==> src/rtl/adxl362_seq_if.sv <==
// SPI byte-engine link and host register-access port of the ADXL362 sequencer.
// master = sequencer side, slave = byte engine / host side.
interface adxl362_seq_if;
    logic       spi_start;
    logic [7:0] spi_tx_byte;
    logic       spi_done;
    logic [7:0] spi_rx_byte;
    logic       n_CS;
    logic       host_req;
    logic       host_we;
    logic [7:0] host_addr;
    logic [7:0] host_wdata;
    logic       host_ack;
    logic [7:0] host_rdata;

    modport master (
        output spi_start, spi_tx_byte, n_CS, host_ack, host_rdata,
        input  spi_done, spi_rx_byte, host_req, host_we, host_addr, host_wdata
    );

    modport slave (
        input  spi_start, spi_tx_byte, n_CS, host_ack, host_rdata,
        output spi_done, spi_rx_byte, host_req, host_we, host_addr, host_wdata
    );
endinterface

==> src/rtl/adxl362_seq.sv <==
// ADXL362 transaction sequencer: power-up config writes, periodic X/Y/Z burst reads
// and host single-register accesses multiplexed onto one SPI byte engine.
module adxl362_seq #(
    parameter int unsigned STARTUP_CYCLES = 250000,
    parameter int unsigned SOFTRST_WAIT   = 25000,
    parameter int unsigned SAMPLE_PERIOD  = 500000,
    parameter int unsigned CS_GAP         = 25,
    parameter logic [7:0]  FILTER_CFG     = 8'h13
) (
    input  logic          clk_50,
    input  logic          reset,
    adxl362_seq_if.master bus,
    output logic [11:0]   x_acc_reg,
    output logic [11:0]   y_acc_reg,
    output logic [11:0]   z_acc_reg,
    output logic          sample_valid,
    output logic          init_done,
    output logic          overrun
);

    localparam int unsigned WAIT_A   = (STARTUP_CYCLES > SOFTRST_WAIT) ? STARTUP_CYCLES : SOFTRST_WAIT;
    localparam int unsigned WAIT_MAX = (WAIT_A > CS_GAP) ? WAIT_A : CS_GAP;
    localparam int unsigned WW       = $clog2(WAIT_MAX + 1);
    localparam int unsigned TW       = $clog2(SAMPLE_PERIOD + 1);
    localparam logic [7:0]  CMD_WR   = 8'h0A;
    localparam logic [7:0]  CMD_RD   = 8'h0B;

    typedef enum logic [2:0] {
        ST_STARTUP, ST_INIT, ST_SRWAIT, ST_IDLE, ST_ISSUE, ST_WAIT, ST_CSGAP
    } state_e;

    typedef enum logic [1:0] { TK_INIT, TK_HOST, TK_BURST } kind_e;

    state_e        state_q;
    kind_e         kind_q;
    logic [WW-1:0] wait_q;
    logic [TW-1:0] timer_q;
    logic [1:0]    init_step_q;
    logic [3:0]    byte_q;
    logic [3:0]    last_q;
    logic [7:0]    cmd_q, addr_q, data_q;
    logic [7:0]    b2_q, yl_q, zl_q;
    logic [3:0]    xh_q, yh_q;
    logic          spi_start_q, ncs_q, host_ack_q;
    logic [7:0]    tx_q, host_rdata_q;
    logic [11:0]   x_q, y_q, z_q;
    logic          sample_valid_q, init_done_q, sample_due_q, overrun_q;
    logic          sample_fire_c, burst_go_c;

    function automatic logic [7:0] frame_byte(input logic [3:0] idx, input logic [7:0] cmd,
                                              input logic [7:0] addr, input logic [7:0] data);
        case (idx)
            4'd0:    return cmd;
            4'd1:    return addr;
            4'd2:    return data;
            default: return 8'h00;
        endcase
    endfunction

    assign sample_fire_c = init_done_q && (timer_q == TW'(SAMPLE_PERIOD - 1));
    assign burst_go_c    = (state_q == ST_IDLE) && sample_due_q;

    // Sample timer: one pending trigger at most, a second one while pending flags overrun
    always_ff @(posedge clk_50 or negedge reset) begin
        if (!reset) begin
            timer_q      <= '0;
            sample_due_q <= 1'b0;
            overrun_q    <= 1'b0;
        end else begin
            if (init_done_q) timer_q <= sample_fire_c ? '0 : timer_q + 1'b1;
            if (sample_fire_c) begin
                sample_due_q <= 1'b1;
                if (sample_due_q && !burst_go_c) overrun_q <= 1'b1;
            end else if (burst_go_c) begin
                sample_due_q <= 1'b0;
            end
        end
    end

    always_ff @(posedge clk_50 or negedge reset) begin
        if (!reset) begin
            state_q        <= ST_STARTUP;
            kind_q         <= TK_INIT;
            wait_q         <= WW'(STARTUP_CYCLES - 1);
            init_step_q    <= 2'd0;
            byte_q         <= 4'd0;
            last_q         <= 4'd0;
            cmd_q          <= 8'h00;
            addr_q         <= 8'h00;
            data_q         <= 8'h00;
            b2_q           <= 8'h00;
            yl_q           <= 8'h00;
            zl_q           <= 8'h00;
            xh_q           <= 4'h0;
            yh_q           <= 4'h0;
            spi_start_q    <= 1'b0;
            ncs_q          <= 1'b1;
            host_ack_q     <= 1'b0;
            tx_q           <= 8'h00;
            host_rdata_q   <= 8'h00;
            x_q            <= 12'h000;
            y_q            <= 12'h000;
            z_q            <= 12'h000;
            sample_valid_q <= 1'b0;
            init_done_q    <= 1'b0;
        end else begin
            spi_start_q    <= 1'b0;
            host_ack_q     <= 1'b0;
            sample_valid_q <= 1'b0;
            case (state_q)
                ST_STARTUP, ST_SRWAIT: begin
                    if (wait_q == '0) state_q <= ST_INIT;
                    else              wait_q  <= wait_q - 1'b1;
                end
                ST_INIT: begin
                    kind_q <= TK_INIT;
                    cmd_q  <= CMD_WR;
                    case (init_step_q)
                        2'd0:    begin addr_q <= 8'h1F; data_q <= 8'h52;       end
                        2'd1:    begin addr_q <= 8'h2C; data_q <= FILTER_CFG;  end
                        default: begin addr_q <= 8'h2D; data_q <= 8'h02;       end
                    endcase
                    last_q  <= 4'd2;
                    byte_q  <= 4'd0;
                    ncs_q   <= 1'b0;
                    state_q <= ST_ISSUE;
                end
                ST_IDLE: begin
                    // Pending sample beats the host; neither is looked at outside IDLE
                    if (sample_due_q) begin
                        kind_q  <= TK_BURST;
                        cmd_q   <= CMD_RD;
                        addr_q  <= 8'h0E;
                        data_q  <= 8'h00;
                        last_q  <= 4'd7;
                        byte_q  <= 4'd0;
                        ncs_q   <= 1'b0;
                        state_q <= ST_ISSUE;
                    end else if (bus.host_req && init_done_q) begin
                        kind_q  <= TK_HOST;
                        cmd_q   <= bus.host_we ? CMD_WR : CMD_RD;
                        addr_q  <= bus.host_addr;
                        data_q  <= bus.host_we ? bus.host_wdata : 8'h00;
                        last_q  <= 4'd2;
                        byte_q  <= 4'd0;
                        ncs_q   <= 1'b0;
                        state_q <= ST_ISSUE;
                    end
                end
                ST_ISSUE: begin
                    spi_start_q <= 1'b1;
                    tx_q        <= frame_byte(byte_q, cmd_q, addr_q, data_q);
                    state_q     <= ST_WAIT;
                end
                ST_WAIT: begin
                    if (bus.spi_done) begin
                        case (byte_q)
                            4'd2:    b2_q <= bus.spi_rx_byte;
                            4'd3:    xh_q <= bus.spi_rx_byte[3:0];
                            4'd4:    yl_q <= bus.spi_rx_byte;
                            4'd5:    yh_q <= bus.spi_rx_byte[3:0];
                            4'd6:    zl_q <= bus.spi_rx_byte;
                            default: ;
                        endcase
                        if (byte_q == last_q) begin
                            ncs_q   <= 1'b1;
                            wait_q  <= WW'(CS_GAP - 1);
                            state_q <= ST_CSGAP;
                            if (kind_q == TK_BURST) begin
                                x_q            <= {xh_q, b2_q};
                                y_q            <= {yh_q, yl_q};
                                z_q            <= {bus.spi_rx_byte[3:0], zl_q};
                                sample_valid_q <= 1'b1;
                            end
                            if (kind_q == TK_HOST && CS_GAP == 1) begin
                                host_ack_q <= 1'b1;
                                if (cmd_q == CMD_RD) host_rdata_q <= bus.spi_rx_byte;
                            end
                        end else begin
                            byte_q      <= byte_q + 4'd1;
                            spi_start_q <= 1'b1;
                            tx_q        <= frame_byte(byte_q + 4'd1, cmd_q, addr_q, data_q);
                        end
                    end
                end
                ST_CSGAP: begin
                    if (wait_q != '0) begin
                        wait_q <= wait_q - 1'b1;
                        // Ack lands on the final gap cycle
                        if (wait_q == WW'(1) && kind_q == TK_HOST) begin
                            host_ack_q <= 1'b1;
                            if (cmd_q == CMD_RD) host_rdata_q <= b2_q;
                        end
                    end else if (!init_done_q) begin
                        case (init_step_q)
                            2'd0: begin
                                init_step_q <= 2'd1;
                                wait_q      <= WW'(SOFTRST_WAIT - 1);
                                state_q     <= ST_SRWAIT;
                            end
                            2'd1: begin
                                init_step_q <= 2'd2;
                                state_q     <= ST_INIT;
                            end
                            default: begin
                                init_done_q <= 1'b1;
                                state_q     <= ST_IDLE;
                            end
                        endcase
                    end else begin
                        state_q <= ST_IDLE;
                    end
                end
                default: state_q <= ST_STARTUP;
            endcase
        end
    end

    assign bus.spi_start   = spi_start_q;
    assign bus.spi_tx_byte = tx_q;
    assign bus.n_CS        = ncs_q;
    assign bus.host_ack    = host_ack_q;
    assign bus.host_rdata  = host_rdata_q;
    assign x_acc_reg       = x_q;
    assign y_acc_reg       = y_q;
    assign z_acc_reg       = z_q;
    assign sample_valid    = sample_valid_q;
    assign init_done       = init_done_q;
    assign overrun         = overrun_q;

endmodule

==> src/flat_wrapper.sv <==
// flat-port wrapper written by rule: the top's interface ports become plain ports
module adxl362_seq_flat 
#(
    parameter int unsigned STARTUP_CYCLES = 250000,
    parameter int unsigned SOFTRST_WAIT   = 25000,
    parameter int unsigned SAMPLE_PERIOD  = 500000,
    parameter int unsigned CS_GAP         = 25,
    parameter logic [7:0]  FILTER_CFG     = 8'h13
)
  (clk_50, reset, x_acc_reg, y_acc_reg, z_acc_reg, sample_valid, init_done, overrun, bus_spi_start, bus_spi_tx_byte, bus_n_CS, bus_host_ack, bus_host_rdata, bus_spi_done, bus_spi_rx_byte, bus_host_req, bus_host_we, bus_host_addr, bus_host_wdata);
  adxl362_seq_if bus_i ();
  input  logic clk_50;
  input  logic reset;
  output logic [11:0] x_acc_reg;
  output logic [11:0] y_acc_reg;
  output logic [11:0] z_acc_reg;
  output logic sample_valid;
  output logic init_done;
  output logic overrun;
  output wire logic [$bits(bus_i.spi_start)-1:0] bus_spi_start;
  output wire logic [$bits(bus_i.spi_tx_byte)-1:0] bus_spi_tx_byte;
  output wire logic [$bits(bus_i.n_CS)-1:0] bus_n_CS;
  output wire logic [$bits(bus_i.host_ack)-1:0] bus_host_ack;
  output wire logic [$bits(bus_i.host_rdata)-1:0] bus_host_rdata;
  input wire logic [$bits(bus_i.spi_done)-1:0] bus_spi_done;
  input wire logic [$bits(bus_i.spi_rx_byte)-1:0] bus_spi_rx_byte;
  input wire logic [$bits(bus_i.host_req)-1:0] bus_host_req;
  input wire logic [$bits(bus_i.host_we)-1:0] bus_host_we;
  input wire logic [$bits(bus_i.host_addr)-1:0] bus_host_addr;
  input wire logic [$bits(bus_i.host_wdata)-1:0] bus_host_wdata;
  assign bus_spi_start = bus_i.spi_start;
  assign bus_spi_tx_byte = bus_i.spi_tx_byte;
  assign bus_n_CS = bus_i.n_CS;
  assign bus_host_ack = bus_i.host_ack;
  assign bus_host_rdata = bus_i.host_rdata;
  assign bus_i.spi_done = bus_spi_done;
  assign bus_i.spi_rx_byte = bus_spi_rx_byte;
  assign bus_i.host_req = bus_host_req;
  assign bus_i.host_we = bus_host_we;
  assign bus_i.host_addr = bus_host_addr;
  assign bus_i.host_wdata = bus_host_wdata;
  adxl362_seq #(.STARTUP_CYCLES(STARTUP_CYCLES), .SOFTRST_WAIT(SOFTRST_WAIT), .SAMPLE_PERIOD(SAMPLE_PERIOD), .CS_GAP(CS_GAP), .FILTER_CFG(FILTER_CFG)) u_core (.clk_50(clk_50), .reset(reset), .bus(bus_i), .x_acc_reg(x_acc_reg), .y_acc_reg(y_acc_reg), .z_acc_reg(z_acc_reg), .sample_valid(sample_valid), .init_done(init_done), .overrun(overrun));
endmodule
==> config.mk <==
export PLATFORM = sky130hd
export DESIGN_NAME = adxl362_seq_flat
export DESIGN_NICKNAME = d
export VERILOG_FILES = /design/src/rtl/adxl362_seq_if.sv /design/src/rtl/adxl362_seq.sv /design/src/flat_wrapper.sv
export SDC_FILE = /design/constraint.sdc
export NUM_CORES = 1
export LEC_CHECK = 0
export BUFFER_PORTS_ARGS = -buffer_cell sky130_fd_sc_hd__buf_2
export CAP_MARGIN = 40
export CORE_MARGIN = 10
export CORE_UTILIZATION = 34
export DETAILED_ROUTE_END_ITERATION = 6
export GPL_ROUTABILITY_DRIVEN = 0
export GPL_TIMING_DRIVEN = 0
export PLACE_DENSITY = 0.54
export SETUP_SLACK_MARGIN = 0.2
export SLEW_MARGIN = 10
export SYNTH_ARGS = -nofsm -noshare
export SYNTH_HDL_FRONTEND = slang
export SYNTH_SLANG_ARGS = --single-unit
==> constraint.sdc <==
create_clock -name clk_50 -period 2.8 [get_ports clk_50]
set_input_delay 0.56 -clock clk_50 [delete_from_list [all_inputs] [get_ports clk_50]]
set_output_delay 0.56 -clock clk_50 [all_outputs]
set_load 0.05 [all_outputs]
==> flow_summary.json <==
{
  "outcome": "complete, no violations",
  "synth_nets": 675,
  "yosys-top-cells-area": "dfrtp_1, mux2_2, dfstp_2",
  "grt_pass1_vias": 5758,
  "yosys.cell_count.top_type": "dfrtp_1",
  "wirelength_um": 18900,
  "synth_area_per_cell_um2": 11.5,
  "crit_fanout": 8,
  "place.port_buffers": 86,
  "cap_violations": 0,
  "drive_above_1_share_pct": 33.5,
  "yosysWarningCount": 0,
  "cts.path.max_buffers": 2,
  "total_power_uw": 7290,
  "slew_headroom_pct": 45.9,
  "power_density_mw_per_mm2": 811,
  "synth-main-ff-cell": "dfrtp_1",
  "skew_ns": 0.0164,
  "clock_power_share_pct": 31.6,
  "hold_class": "input port to async pin",
  "netlist_instances": 637,
  "rows": 53,
  "clock_sinks": 157,
  "nFillCells": 2003,
  "drtIter0Drc": 473,
  "worst_pin_slew_ns": 0.806,
  "holdWs_ns": 0.119,
  "drc": 0,
  "cts.clk_slew.worst_paths_ns": 0.07,
  "p_sw_uw": 2540,
  "end_kind": "flop",
  "wl_per_cell_um": 18.0,
  "drtPass1Iterations": 5,
  "multi_input_area_mm2": 0.00328,
  "start_kind": "flop",
  "combPwrFrac_pct": 28.6,
  "synth-async-reset-ratio_pct": 100,
  "regMostFlops": "u_core.timer_q",
  "drv_slew": 0,
  "fin_cells": 1050,
  "numCtsBuffers": 17,
  "synthTopCellsByCount": "dfrtp_1, mux2_2, nand2_1",
  "synth-seq-cells": 157,
  "leakage_uw": 0.00432,
  "setup_viol": 0,
  "register_area_mm2": 0.00394,
  "coreArea_mm2": 0.0211,
  "p_seq_share_pct": 39.8,
  "required_ns": 3.15,
  "synth.largest_area_cell": "dfrtp_1",
  "start_util_pct": 34.7,
  "largest_reg_flops": 19,
  "grt_pass1_wl_um": 31000,
  "htree_levels": 4,
  "die_w_um": 167,
  "nNetsFinal": 800,
  "arrival_ns": 2.94,
  "dieHeight_um": 167,
  "dp.final_hpwl_um": 13400,
  "ys_types": 63,
  "route.vias.total": 5573,
  "syn2layout_area_growth_pct": 23.0,
  "peakVddDrop_mv": 0.377,
  "cts_tree": "done",
  "synth_edf_count": 0,
  "diodes": 0,
  "r2r_cells": 6,
  "track_usage_pct": 13.5,
  "grt_max_degree": 93,
  "antenna_found_initial": 0,
  "io_pins": 87,
  "finalCritPeriodShare_pct": 92.3,
  "syn_area_mm2": 0.00731,
  "rsz0062_at_grt": "no",
  "insertion_delay_ns": 0.43,
  "fmax_mhz": 387,
  "crit_type": "flop to flop",
  "cts_root_buffer": "clkbuf_16",
  "fin_crit_ns": 2.58,
  "sw_frac_of_total_pct": 34.8,
  "die_area_mm2": 0.0278,
  "viasPerCell": 5.31,
  "place_inst": 1001,
  "seq_area_frac_synth_pct": 53.9,
  "largestRegisters": "u_core.timer_q x19, u_core.wait_q x18",
  "p_int_uw": 4750,
  "hold_violations": 0,
  "overflow": 0,
  "ant_nets": 0,
  "yosysTopAreaCellShare_pct": 50.0
}
[worst max-delay path: stages (launching register included)]
cell and delay [ns]:
dfrtp_1 0.39, or4_4 0.58, nor4b_4 0.49, a311oi_2 0.29, nor3_4 0.30, buf_12 0.16
mux2_4 0.29
[cell usage in the layout, fill, tap and decap left out, drive strengths merged, types with 7 or more instances in the layout]
| cell type | netlist | routed |
|---|---|---|
| a21oi | 11 | 11 |
| a22o | 11 | 11 |
| a31oi | 12 | 12 |
| and2 | 7 | 7 |
| and3 | 7 | 7 |
| buf | 7 | 113 |
| clkbuf | 26 | 43 |
| dfrtp | 146 | 146 |
| dfstp | 11 | 11 |
| ha | 9 | 9 |
| inv | 10 | 17 |
| mux2 | 80 | 80 |
| mux2i | 8 | 8 |
| nand2 | 55 | 55 |
| nand2b | 12 | 12 |
| nand3 | 21 | 21 |
| nand3b | 11 | 11 |
| nand4 | 7 | 7 |
| nor2 | 35 | 35 |
| nor3 | 16 | 16 |
| nor4 | 8 | 8 |
| o21ai | 23 | 23 |
| o221ai | 11 | 11 |
| xnor2 | 9 | 9 |
| xor2 | 9 | 9 |
[timing repair]
action	4_1_cts	5_1_grt
hold buffers	0	0
pin swaps	6	7
setup buffers	11	6
resized for setup	16	22
setup endpoints to repair	71	75
[metal layers]
layer	up-vias	routed length (um)	track usage [%]
met5	-	0	0
met4	0	423	5.31
met3	34	697	2.87
met2	134	9490	22.3
met1	2793	8330	16.9
li1	2612	-	-
[path summary, 6_finish.rpt]
check,startpoint,endpoint,slack [ns]
min in group clk_50,bus_host_addr[3],u_core.addr_q[3]$_DFFE_PN0P_,0.34
max in group asynchronous,reset,u_core.bus.n_CS$_DFFE_PN1P_,1.86
setup reg to reg,u_core.wait_q[8]$_DFFE_PN0P_,u_core.wait_q[0]$_DFFE_PN1P_,0.22
hold / removal,reset,u_core.z_acc_reg[11]$_DFFE_PN0P_,0.12
setup / recovery,u_core.wait_q[8]$_DFFE_PN0P_,u_core.wait_q[0]$_DFFE_PN1P_,0.22
hold reg to reg,u_core.overrun$_DFFE_PN0P_,u_core.overrun$_DFFE_PN0P_,0.47
[cell type report]
class	count	area share, %
plain buffers	33	2.00
clock buffers	18	4.77
clock inverters	14	1.73
inverters	10	0.417
multi-input cells	437	36.4
flip-flops and latches	157	43.9
well taps	275	3.83
repair buffers	106	6.96
[through the flow]
stage | instance area (um2) | util (%) | TNS [ns] | setup slack [ns]
final | 8990 | 42.6 | 0 | 0.217
after global routing | 8990 | 42.6 | 0 | 0.143
after CTS | 8870 | 42.1 | 0 | 0.195
after detailed placement | 8140 | 38.6 | -6.11 | -0.214
after global placement | 8090 | 38.3 | -169.19 | -1.13
after floorplan | 7310 | - | 0 | 0.295
[cells by family (layout without fill, tap and decap cells)]
family	Yosys count	after routing	share of synthesized area (%)
and+or+nand+nor	208	208	15.1
DFF	157	157	53.9
AOI/OAI and AO/OA	114	114	11.4
muxes	88	88	13.5
buffers and inverters	43	181	2.40
xor gates and xnor gates	18	18	2.16
adders and majority gates	9	9	1.54
[power by group through the flow]
stage          Sequential (uW)  Clock, uW  Combinational (uW)
2_1_floorplan             3020          0                1250
3_3_place_gp              2930          0                1820
3_5_place_dp              2950          0                1910
4_1_cts                   2900       2360                2020
5_1_grt                   2960       2460                2310
6_report                  2900       2310                2080
Note: power is estimated with default switching activity, not from simulation.
